==> config.mk <==
export PLATFORM = sky130hd
export DESIGN_NAME = down_counter_4bit
export DESIGN_NICKNAME = d
export VERILOG_FILES = /design/src/rtl/down_counter_4bit.sv
export SDC_FILE = /design/constraint.sdc
export NUM_CORES = 1
export LEC_CHECK = 0
export BUFFER_PORTS_ARGS = -buffer_cell sky130_fd_sc_hd__buf_4
export CORE_AREA = 2 2 41 43
export CTS_CLUSTER_DIAMETER = 80
export CTS_CLUSTER_SIZE = 24
export DETAILED_ROUTE_END_ITERATION = 8
export DIE_AREA = 0 0 43 45
export PLACE_DENSITY = 0.66
export SYNTH_ARGS = -nofsm -noshare
export SYNTH_HDL_FRONTEND = slang
export SYNTH_SLANG_ARGS = --single-unit
export TNS_END_PERCENT = 50
==> constraint.sdc <==
create_clock -name clk -period 2.8 [get_ports clk]
set_clock_uncertainty 0.2 [all_clocks]
set_input_delay 0.28 -clock clk [delete_from_list [all_inputs] [get_ports clk]]
set_output_delay 0.28 -clock clk [all_outputs]
set_load 0.02 [all_outputs]
==> src/rtl/down_counter_4bit.sv <==
// Loadable 4-bit countdown unit with a one-cycle done pulse. In IDLE it also does single
// wrapping decrements and reports the wrap through a registered borrow flag.
module down_counter_4bit (
    input  logic       clk,
    input  logic       rst,
    input  logic       load,
    input  logic [3:0] D,
    input  logic       start,
    input  logic       en,
    output logic [3:0] Q,
    output logic       Bout,
    output logic       busy,
    output logic       done
);

    typedef enum logic [1:0] {
        StIdle = 2'd0,
        StRun  = 2'd1,
        StDone = 2'd2
    } state_e;

    state_e     state_q, state_d;
    logic [3:0] q_q, q_d;
    logic       bout_q, bout_d;
    logic       busy_q, busy_d;
    logic       done_q, done_d;

    // Ripple decrementer: four half-subtractors, stage 0 subtracts a constant 1.
    logic [4:0] borrow;
    logic [3:0] dec_val;
    logic       dec_wrap;

    assign borrow[0] = 1'b1;

    for (genvar i = 0; i < 4; i++) begin : g_hsub
        assign dec_val[i]    = q_q[i] ^ borrow[i];
        assign borrow[i + 1] = ~q_q[i] & borrow[i];
    end

    assign dec_wrap = borrow[4];

    always_comb begin
        state_d = state_q;
        q_d     = q_q;
        bout_d  = 1'b0;

        unique case (state_q)
            StIdle: begin
                if (load) begin
                    q_d = D;
                end else if (start) begin
                    state_d = (q_q != 4'd0) ? StRun : StDone;
                end else if (en) begin
                    q_d    = dec_val;
                    bout_d = dec_wrap;
                end
            end
            StRun: begin
                if (load) begin
                    q_d     = D;
                    state_d = StIdle;
                end else if (en) begin
                    q_d = dec_val;
                    if (q_q == 4'd1) begin
                        state_d = StDone;
                    end
                end
            end
            StDone: begin
                if (load) begin
                    q_d = D;
                end
                state_d = StIdle;
            end
            default: begin
                state_d = StIdle;
            end
        endcase

        // Status flags are registered copies of the next state.
        busy_d = (state_d == StRun);
        done_d = (state_d == StDone);
    end

    always_ff @(posedge clk) begin
        if (rst) begin
            state_q <= StIdle;
            q_q     <= 4'd0;
            bout_q  <= 1'b0;
            busy_q  <= 1'b0;
            done_q  <= 1'b0;
        end else begin
            state_q <= state_d;
            q_q     <= q_d;
            bout_q  <= bout_d;
            busy_q  <= busy_d;
            done_q  <= done_d;
        end
    end

    assign Q    = q_q;
    assign Bout = bout_q;
    assign busy = busy_q;
    assign done = done_q;

endmodule

==> results.cfg <==
[outcome]
status = complete, no violations

[synth]
ys_ff_latch = 9
ys_types = 20
postSynth.asyncResetShare_pct = 0
syn-num-nets = 65
yosysWarningCount = 0
syn-cell-area_um2 = 475
ys_seq_area_share_pct = 37.9
synth.avg_cell_area_um2 = 9.14
synth_edf_count = 0
synth_ff_type = dfxtp_1
synth_cells = 52

[place]
dpl_cell_area_um2 = 608
portBuffers = 15
dpl.hpwl_um = 740
routabilityCongestion = 0.681

[sta]
rsz0062_at_grt = no
slew_headroom_pct = 75.8
hold_violations = 0
setup_viol = 0
period_needed_ns = 1.75
fin_setup_tns_ns = 0
fin_crit_sh_pct = 62.4
tightest_slew_ns = 0.363
fmax_mhz = 573
finalMaxSlewViolations = 0

[route]
wl_met2_um = 402
wl_um = 913
drt-met1-wl_um = 426
first_pass_iters = 4
num_vias = 425
initialDrtViolationCount = 6
via_per_inst = 4.89
route.detailed.drc = 0
drt-wirelength-per-cell_um = 10.5
dr.max_layer_used = met4
drtAntennaViolNets = 0
wl_met3_um = 63

[layout]
diodes = 0
final_common_cell = buf_4
final_layout_size_suffix_gt1_share_pct = 32.4
syn_to_final_growth_pct = 33.4
fill_cells = 167
fin_nets = 85
layout_common_cells = buf_4, dfxtp_1, inv_1
post-route-cell-area_um2 = 634

[clocking]
ctsHtreeMaxLevel = 1
cts_setup_buffers = 0
cts_max_path_buffers = 2
numClockSinks = 9
clk_latency_ns = 0.26
cts-resized-gates = 0
clk_pin_slew_ns = 0.06
cts_tree = yes
cts_hold_buffers = 0
cts_root_buf = clkbuf_4
cts_buffers = 3

[power]
clock_power_share_pct = 29.2
switching_share_pct = 31.0
leakagePower_nw = 0.302
seqPwrFrac_pct = 42.6
p_switching_mw = 0.107
cellPowerDensity_nw_per_um2 = 542
power_frac_comb_pct = 28.2
irDropWorstVdd_mv = 0.173
p_int_mw = 0.237

[flow_run]
maxCapViolCount = 0

[floorplan]
rows = 14
fp.dieArea_um2 = 1940
ios = 16
start_util_pct = 32.3
die_x_um = 43
core_area_um2 = 1470
die_y_um = 45

[setup_path]
worst_ep_arrival_time_ns = 1.72
critPathMaxStageDelay_ns = 0.35
endpoint_kind = flip-flop
cp_top_family = adder cells
crit_top_cell = ha_1
critPathSlowestCell = dfxtp_1
startpoint_type = flip-flop
crit_chain = inv_1 -> ha_1 -> ha_1 -> ha_1 -> inv_1 -> mux2i_1 -> a211oi_1
crit_fanout = 3
worstSetupPathType = reg2reg
critPathRequiredTime_ns = 2.78
worst-path-buf-inv = 2

[grt]
antenna_found_initial = 0
track_usage_pct = 11.7
grt_first_pass_wirelength_mm = 1.64
grt_max_degree = 9
first_global_vias = 392
grt-ovfl-total = 0

[min_path]
hold_path.class = in2reg
==> power by group through the flow <==
stage	Clock, mW	Combinational [mW]	Sequential [mW]
global route	0.116	0.110	0.148
CTS	0.106	0.0984	0.147
detailed placement	0	0.0981	0.150
finish	0.100	0.0969	0.147
global placement	0	0.0961	0.149
floorplan	0	0.0526	0.159
==> cell usage after synthesis (2+ instances only) <==
library cell | number | area share (%)
dfxtp_1 | 9 | 38
inv_1 | 8 | 6.3
nor2_1 | 7 | 5.5
a21oi_1 | 4 | 4.2
ha_1 | 4 | 11
a211oi_1 | 3 | 4.7
mux2i_1 | 3 | 6.3
nand4_1 | 2 | 2.6
==> metrics by stage <==
step | hold slack (ns) | setup WS (ns) | power, mW | utilization [%] | instances
finish | 0.0146 | 1.05 | 0.344 | 43.1 | 87
global placement | 0.292 | 1.12 | 0.245 | 41.3 | 83
CTS | 0.00654 | 1.04 | 0.351 | 43.1 | 87
detailed placement | 0.286 | 1.05 | 0.248 | 41.3 | 83
global route | 0.00698 | 0.911 | 0.374 | 43.1 | 87
floorplan | 0.146 | 0.993 | 0.211 | - | 52
==> routing by layer <==
| layer | vias to the layer above | track usage, % |
|---|---|---|
| met2 | 13 | 17.6 |
| li1 | 218 | - |
| met5 | - | 0 |
| met1 | 192 | 14.5 |
| met4 | 0 | 7.27 |
| met3 | 2 | 4.00 |
==> registers in the layout (all words and copies together) (netlist names) <==
| register | flops |
|---|---|
| Bout | 1 |
| busy | 1 |
| Q | 4 |
| state_q | 2 |
| done | 1 |
==> worst paths after layout <==
kind                      from                 to  slack, ns  cells past startpoint
min                        rst  Q[1]$_SDFFE_PP0P_       0.01                      2
max          Q[0]$_SDFFE_PP0P_  Q[3]$_SDFFE_PP0P_       1.05                      7
max reg2reg  Q[0]$_SDFFE_PP0P_  Q[3]$_SDFFE_PP0P_       1.05                      7
min reg2reg  Q[1]$_SDFFE_PP0P_  Q[1]$_SDFFE_PP0P_       0.31                      2
==> cells by family (layout without fill, tap and decap cells) <==
group                      Yosys count  in the layout  share of synthesized area (%)
and+or+nand+nor                     14             14                           13.9
buffers and inverters                9             28                           7.10
DFF                                  9              9                           37.9
AOI/OAI and AO/OA                   13             13                           24.2
muxes                                3              3                           6.32
adders and majority gates            4              4                           10.5
==> area by class of cell <==
cell class                      count  area, µm²  area share [%]
Tap cell                           16       20.0            3.16
Sequential cell                     9        180            28.4
Inverter                            9       33.8            5.33
Clock buffer                        4       26.3            4.14
Multi-Input combinational cell     34        262            41.2
Timing Repair Buffer               15        113            17.8
(Power assumes the default switching activity.)
